--- src/rtl/hamming_error_logger.sv ---
// Hamming error logger: records one entry per paused error event in a
// show-ahead FIFO and keeps saturating event and drop totals.
module hamming_error_logger #(
    parameter int WIDTH       = 4,
    parameter int BLOCKS      = WIDTH / 4,
    parameter int PARITY_BITS = BLOCKS * 3,
    parameter int DEPTH       = 4,
    parameter int CNT_W       = 8
) (
    input  logic                   clk,
    input  logic                   rst,
    input  logic                   clear,
    input  logic                   enable,
    input  logic [WIDTH-1:0]       counter,
    input  logic [PARITY_BITS-1:0] syndrome,
    input  logic                   error_detected,
    output logic                   rec_valid,
    input  logic                   rec_ready,
    output logic [WIDTH-1:0]       rec_counter,
    output logic [PARITY_BITS-1:0] rec_syndrome,
    output logic [1:0]             rec_kind,
    output logic [CNT_W-1:0]       err_count,
    output logic [CNT_W-1:0]       drop_count,
    output logic                   full
);
    localparam int AW = $clog2(DEPTH);
    localparam logic [AW:0] PTR_ONE = 1;
    localparam logic [CNT_W-1:0] CNT_ONE = 1;

    typedef enum logic [1:0] {
        IDLE,
        ARMED,
        LATCHED
    } state_t;

    state_t state;

    logic cond;
    logic event_e;
    logic push;
    logic pop;
    logic wr_en;
    logic drop;
    logic [1:0] kind;
    logic [AW:0] wr_ptr;
    logic [AW:0] rd_ptr;

    logic [WIDTH-1:0]       mem_counter  [DEPTH];
    logic [PARITY_BITS-1:0] mem_syndrome [DEPTH];
    logic [1:0]             mem_kind     [DEPTH];

    assign cond    = error_detected | (|syndrome);
    assign event_e = (state == ARMED) && !enable && cond;

    // Single-bit syndromes point at a parity bit, multi-bit at a data bit
    always_comb begin
        kind = 2'b00;
        for (int i = 0; i < BLOCKS; i++) begin
            case (syndrome[i*3 +: 3])
                3'b011, 3'b101, 3'b110, 3'b111: kind[0] = 1'b1;
                3'b001, 3'b010, 3'b100:         kind[1] = 1'b1;
                default: ;
            endcase
        end
    end

    assign rec_valid = (wr_ptr != rd_ptr);
    assign full      = (wr_ptr[AW] != rd_ptr[AW]) &&
                       (wr_ptr[AW-1:0] == rd_ptr[AW-1:0]);

    assign pop   = rec_valid & rec_ready & !clear;
    assign push  = event_e & !clear;
    assign wr_en = push & (!full | pop);
    assign drop  = push & full & !pop;

    always_ff @(posedge clk or posedge rst) begin
        if (rst) begin
            state <= IDLE;
        end else if (clear) begin
            state <= IDLE;
        end else begin
            unique case (state)
                IDLE: begin
                    if (!enable) state <= ARMED;
                end
                ARMED: begin
                    if (enable)    state <= IDLE;
                    else if (cond) state <= LATCHED;
                end
                LATCHED: begin
                    if (enable)     state <= IDLE;
                    else if (!cond) state <= ARMED;
                end
                default: state <= IDLE;
            endcase
        end
    end

    always_ff @(posedge clk or posedge rst) begin
        if (rst) begin
            wr_ptr <= '0;
            rd_ptr <= '0;
        end else if (clear) begin
            wr_ptr <= '0;
            rd_ptr <= '0;
        end else begin
            if (wr_en) wr_ptr <= wr_ptr + PTR_ONE;
            if (pop)   rd_ptr <= rd_ptr + PTR_ONE;
        end
    end

    always_ff @(posedge clk or posedge rst) begin
        if (rst) begin
            err_count  <= '0;
            drop_count <= '0;
        end else if (clear) begin
            err_count  <= '0;
            drop_count <= '0;
        end else begin
            if (push && !(&err_count))
                err_count <= err_count + CNT_ONE;
            if (drop && !(&drop_count))
                drop_count <= drop_count + CNT_ONE;
        end
    end

    always_ff @(posedge clk) begin
        if (wr_en) begin
            mem_counter[wr_ptr[AW-1:0]]  <= counter;
            mem_syndrome[wr_ptr[AW-1:0]] <= syndrome;
            mem_kind[wr_ptr[AW-1:0]]     <= kind;
        end
    end

    // Storage is not reset, so the head is gated to zero while empty
    assign rec_counter  = rec_valid ? mem_counter[rd_ptr[AW-1:0]]  : '0;
    assign rec_syndrome = rec_valid ? mem_syndrome[rd_ptr[AW-1:0]] : '0;
    assign rec_kind     = rec_valid ? mem_kind[rd_ptr[AW-1:0]]     : '0;

endmodule

--- config.mk ---
export PLATFORM = sky130hd
export DESIGN_NAME = hamming_error_logger
export DESIGN_NICKNAME = d
export VERILOG_FILES = /design/src/rtl/hamming_error_logger.sv
export SDC_FILE = /design/constraint.sdc
export NUM_CORES = 1
export LEC_CHECK = 0
export ABC_AREA = 1
export CAP_MARGIN = 0
export CORE_ASPECT_RATIO = 2
export CORE_UTILIZATION = 55
export CTS_BUF_LIST = sky130_fd_sc_hd__clkbuf_2 sky130_fd_sc_hd__clkbuf_4 sky130_fd_sc_hd__clkbuf_8
export DETAILED_ROUTE_END_ITERATION = 10
export GPL_ROUTABILITY_DRIVEN = 0
export GPL_TIMING_DRIVEN = 0
export PLACE_DENSITY = 0.8
export SLEW_MARGIN = 5
export SYNTH_ARGS = -nofsm -noshare
export SYNTH_HDL_FRONTEND = slang
export SYNTH_SLANG_ARGS = --single-unit
export TNS_END_PERCENT = 5
--- constraint.sdc ---
create_clock -name clk -period 2.43 [get_ports clk]
set_input_delay 0.243 -clock clk [delete_from_list [all_inputs] [get_ports clk]]
set_output_delay 0.243 -clock clk [all_outputs]
set_load 0.005 [all_outputs]
### After elaboration in Yosys (flattened, before gate mapping)

Memory sizes are Yosys's and may differ from the RTL's.
Cells that the tools add are included.

| storage, ports and cells | value |
|---|---|
| register bits | 24 |
| memory bits (writable) | 36 |
| word-level logic and storage cells | 79 |
| memories | 3 |

Memories:

| name | words | bits a word | rd ports | clocked after memory_dff | write ports | line | text |
|---|---|---|---|---|---|---|---|
| mem_counter | 4 | 4 | 1 | 0 | 1 | 48 | `logic [WIDTH-1:0] mem_counter [DEPTH];` |
| mem_syndrome | 4 | 3 | 1 | 0 | 1 | 49 | `logic [PARITY_BITS-1:0] mem_syndrome [DEPTH];` |
| mem_kind | 4 | 2 | 1 | 0 | 1 | 50 | `logic [1:0] mem_kind [DEPTH];` |

| operators by class | value |
|---|---|
| add/sub/neg operators | 4 |
| eq/ne operators | 15 |
| muxes and demuxes | 22 |
| bitwise operators | 8 |
| reduce and logical (&&, ||, !) cells | 22 |

Operators by type and width:

| kind | count |
|---|---|
| two-way mux 8 bit | 4 |
| adder 8 x 1 -> 8 bit, second input constant | 2 |
| AND reduction 8 bit | 2 |
| two-way mux 3 bit | 5 |
| two-way mux 2 bit | 7 |
| == test 3 bit, second input constant | 4 |
| != test 4 bit, second input constant | 2 |
| nonzero test 2 bit | 4 |
| adder 3 x 1 -> 3 bit, second input constant | 2 |
| bitwise AND 1 bit | 6 |
| == test 3 x 2 -> 1 bit, second input constant | 2 |
| zero test 1 bit | 6 |
| one-hot mux 2 bit (3 select lines) | 1 |
| OR reduction 3 bit | 2 |
| logical AND 1 bit | 5 |
| two-way mux 1 bit | 4 |
| two-way mux 4 bit | 1 |
| OR reduction 4 bit | 1 |
| == test 3 x 1 -> 1 bit, second input constant | 1 |
| != test 3 bit | 1 |
| != test 3 bit, second input constant | 1 |
| AND reduction 3 bit | 1 |
| == test 2 x 1 -> 1 bit, second input constant | 1 |
| == test 2 bit | 1 |
| 4 further kinds | 5 |

### Logic depth before layout (Yosys ltp)

| logic depth | value |
|---|---|
| depth after elaboration | 9 |
| gate-level depth with buffers | 10 |
| mapped depth without buffers | 10 |

### Least setup slack after synthesis

OpenSTA, ideal clock, no wires.

| timing | value |
|---|---|
| path type | reg2reg |
| start | register wr_ptr[0] |
| end | memory mem_counter[0][0], enable pin |
| setup time | 0.374 ns |
| data arrival time | 1.365 ns |
| data required time | 2.056 ns |
| slack | 0.691 ns |
| cell stages (with the launch flop) | 8 |
| buffers on the path | 0 |
| clock period less this slack | 1.739 ns |
| cell sequence | dfrtp_1 inv_2 nand2_1 nand2_1 nor2_1 o211ai_2 nand2_2 nor2_1 |

| between the ends | value |
|---|---|
| cells in the longest elaborated chain, start to end | 7 |

Ends and longest elaborated chain:

| what | line | text |
|---|---|---|
| start, declared | 45 | `logic [AW:0] wr_ptr;` |
| start signal, assigned | 107 | `if (wr_en) wr_ptr <= wr_ptr + PTR_ONE;` |
| != test 3 bit or == test 2 bit (tied branches) | 67, 69 |  |
| bitwise AND 1 bit or logical AND 1 bit (tied branches) | 71, 68 |  |
| bitwise AND 1 bit or zero test 1 bit (tied branches) | 71, 73 |  |
| bitwise OR 1 bit | 73 | `assign wr_en = push & (!full \| pop);` |
| bitwise AND 1 bit | 73 |  |
| two-way mux 1 bit | 128 | `if (wr_en) begin` |
| two-way mux 1 bit (implied by the code) | 129 | `mem_counter[wr_ptr[AW-1:0]] <= counter;` |
| end, declared | 48 |  |

Parallel ways exist; a longest one is shown, timed or not.

### Worst setup path in the final report

| timing | value |
|---|---|
| start | register rd_ptr[0] |
| end | output rec_syndrome[1] |

| between the ends | value |
|---|---|
| cells in the longest elaborated chain, start to end | 2 |

Ends and longest elaborated chain:

| what | line | text |
|---|---|---|
| start, declared | 46 | `logic [AW:0] rd_ptr;` |
| start signal, assigned | 108 | `if (pop) rd_ptr <= rd_ptr + PTR_ONE;` |
| memory read (4 x 3 bit) or != test 3 bit (tied branches) | -- |  |
| two-way mux 3 bit (*) | 137 | `assign rec_syndrome = rec_valid ? mem_syndrome[rd_ptr[AW-1:0]] : '0;` |
| end, declared | 20 | `output logic [PARITY_BITS-1:0] rec_syndrome,` |

Every way passes the cells marked *; elsewhere a longest branch is shown, timed or not.

==> impl_metrics.json <==
{
  "ys_seq_elements": 60,
  "gr-usage-met2": 0.465,
  "ff2ff_setup_slack_ps": 240,
  "area_growth_pct": 21.2,
  "fill_cells": 410,
  "port_buffers": 39,
  "maxSlewViolCount": 0,
  "use_met3": 0.0418,
  "grt_overflow": 0,
  "ys_warn_count": 0,
  "grt_antenna_before_repair": 0,
  "dieArea_um2": 5710,
  "firstDrtPassIters": 4,
  "worstMarginPinSlew_ps": 943,
  "clock.fmax_mhz": 428,
  "cp.arrival_ps": 2090,
  "fin_cells": 432,
  "wirelength_um": 6230,
  "vias": 2323,
  "cts_sinks": 60,
  "synth_cell_types": 28,
  "cts-root-buf": "clkbuf_8",
  "detail-route-antenna-nets": 0,
  "rsz0062_at_grt": "no",
  "dr.first_iter.drc_count": 58,
  "regToRegStartpoint": "rd_ptr[0]",
  "syn_nets": 340,
  "fin_crit_sh": 0.961,
  "post_cts_buffers": 0,
  "setup_viol": 0,
  "final_cell_mix": "nand2_1 (68), inv_1 (41), clkdlybuf4s50_1 (39)",
  "grt_use_met1": 0.251,
  "dp_cells": 417,
  "hp-class": "primary input to asynchronous set/reset pin",
  "final_nets": 389,
  "startpoint_type": "flip-flop",
  "wl_per_cell_um": 14.4,
  "busiest_layer": "met2",
  "grt_pass1_wl_um": 10100,
  "final_common_cell": "nand2_1",
  "hold_slack_ps": 417,
  "die_height_um": 106,
  "finalHoldViolations": 0,
  "endpoint_kind": "output pin",
  "max-vdd-ir-drop_mv": 0.600,
  "tns_ps": 0,
  "diodes": 0,
  "reg2reg_depth": 7,
  "rows": 37,
  "fin_crit_ps": 2330,
  "cp_data_required_time_ps": 2190,
  "tritoncts": "done",
  "crit_fanout": 10,
  "avgSynthCellArea_um2": 9.27,
  "drc": 0,
  "reg2reg_to": "mem_syndrome[0][0]",
  "clkTransAtPathRegs_ps": 60,
  "clk_path_buf_depth": 2,
  "worstSetupPathType": "flip-flop to output pin",
  "power_density_nw_per_um2": 719,
  "hold_buffers": 0,
  "drive_above_1_share": 0.115,
  "h-tree-depth": 3,
  "cts_resized": 3,
  "clock_skew_ps": 5.86,
  "yosysSeqAreaShare": 0.567,
  "hpwl_um": 4550,
  "clk_latency_ps": 340,
  "die_x_um": 53.9,
  "grt_start_max_net_pins": 25,
  "fin_util": 0.694,
  "cts_buffers": 9,
  "drv_cap": 0,
  "syn_inst": 320,
  "core_um2": 5180,
  "power_leakage_nw": 1.64,
  "outcome": "complete, no violations",
  "syn_area_um2": 2970,
  "grt_pass1_vias": 2270,
  "viasPerCell": 5.38,
  "io_pins": 40,
  "relSlewSlack": 0.371,
  "gr-usage-all-layers": 0.251,
  "start_util": 0.572
}
## registers in the layout, indices dropped and copies added, names as in the netlist
register,count
mem_counter,16
state,2
wr_ptr,3
mem_syndrome,12
rd_ptr,3
err_count,8
mem_kind,8
drop_count,8
## layout make-up
class | instances | area, um2 | share of cell area
clock inverter | 4 | 16.3 | 0.00452
sequential | 60 | 1680 | 0.468
buffer | 9 | 47.5 | 0.0132
multi-input combinational | 201 | 1060 | 0.294
timing repair buffer | 39 | 390 | 0.109
inverter | 49 | 184 | 0.0511
clock buffer | 12 | 146 | 0.0407
tap | 58 | 72.6 | 0.0202
## worst max-delay path by stage
stage                   start                  to  slack, ps  cells after the start
floorplan           wr_ptr[0]   mem_counter[0][0]        690                      7
global placement        clear  mem_syndrome[0][0]       -100                      8
detailed placement      clear  mem_syndrome[0][0]       -140                      8
CTS                 rd_ptr[0]     rec_syndrome[1]          2                      9
global route        rd_ptr[0]     rec_syndrome[1]         20                      6
finish              rd_ptr[0]     rec_syndrome[1]        100                      6
## power breakdown
| part | internal, mW | switching [mW] | leakage (nW) |
|---|---|---|---|
| Combinational | 0.314 | 0.395 | 0.898 |
| Clock | 0.392 | 0.356 | 0.0871 |
| Sequential | 1.11 | 0.0238 | 0.656 |
| Total | 1.81 | 0.775 | 1.64 |
## per-layer routing
| layer | share of wire | routed length (um) | vias up |
|---|---|---|---|
| met2 | 0.59 | 3660 | 48 |
| met4 | 0.021 | 129 | 0 |
| li1 | - | - | 1154 |
| met3 | 0.035 | 216 | 10 |
| met1 | 0.36 | 2220 | 1111 |
| met5 | 0 | 0 | - |
## synth_stat cells (all sizes together)
library cell / instances / area, um2
edfxtp: 36 / 1080
nor3: 3 / 25.0
o31ai: 2 / 15.0
xor2: 7 / 61.3
dfrtp: 24 / 601
o21ai: 31 / 159
clkbuf: 3 / 11.3
a21oi: 2 / 10.0
buf: 7 / 33.8
inv: 49 / 184
nand3: 25 / 140
o22ai: 11 / 68.8
nor2: 31 / 134
nand2: 72 / 280
nand4: 6 / 37.5
a211o: 1 / 8.76
o211ai: 1 / 12.5
xnor2: 2 / 17.5
ha: 7 / 87.6
## cell families after synthesis
| group | Yosys count | synth area share |
|---|---|---|
| flops | 60 | 0.567 |
| fa+ha+maj | 7 | 0.0295 |
| simple gates | 137 | 0.208 |
| buf+inv | 59 | 0.0772 |
| compound gates | 48 | 0.0923 |
| xor+xnor | 9 | 0.0266 |
## worst max-delay path, cell delays in order (launching register included)
cell and delay (ps):
dfrtp_2 420, clkbuf_1 440, nor2_1 110, o22ai_1 130, nand2_1 70, inv_1 70, clkdlybuf4s50_1 510
## stage by stage
step	total power, mW	area (um2)	setup slack [ps]
4_1_cts	2.61	3600	2.24
2_1_floorplan	1.54	2970	691
3_5_place_dp	1.85	3430	-136
5_1_grt	2.71	3600	17.6
6_report	2.59	3600	95.8
3_3_place_gp	1.83	3430	-96.0
Power figures use the tool's default switching activity.
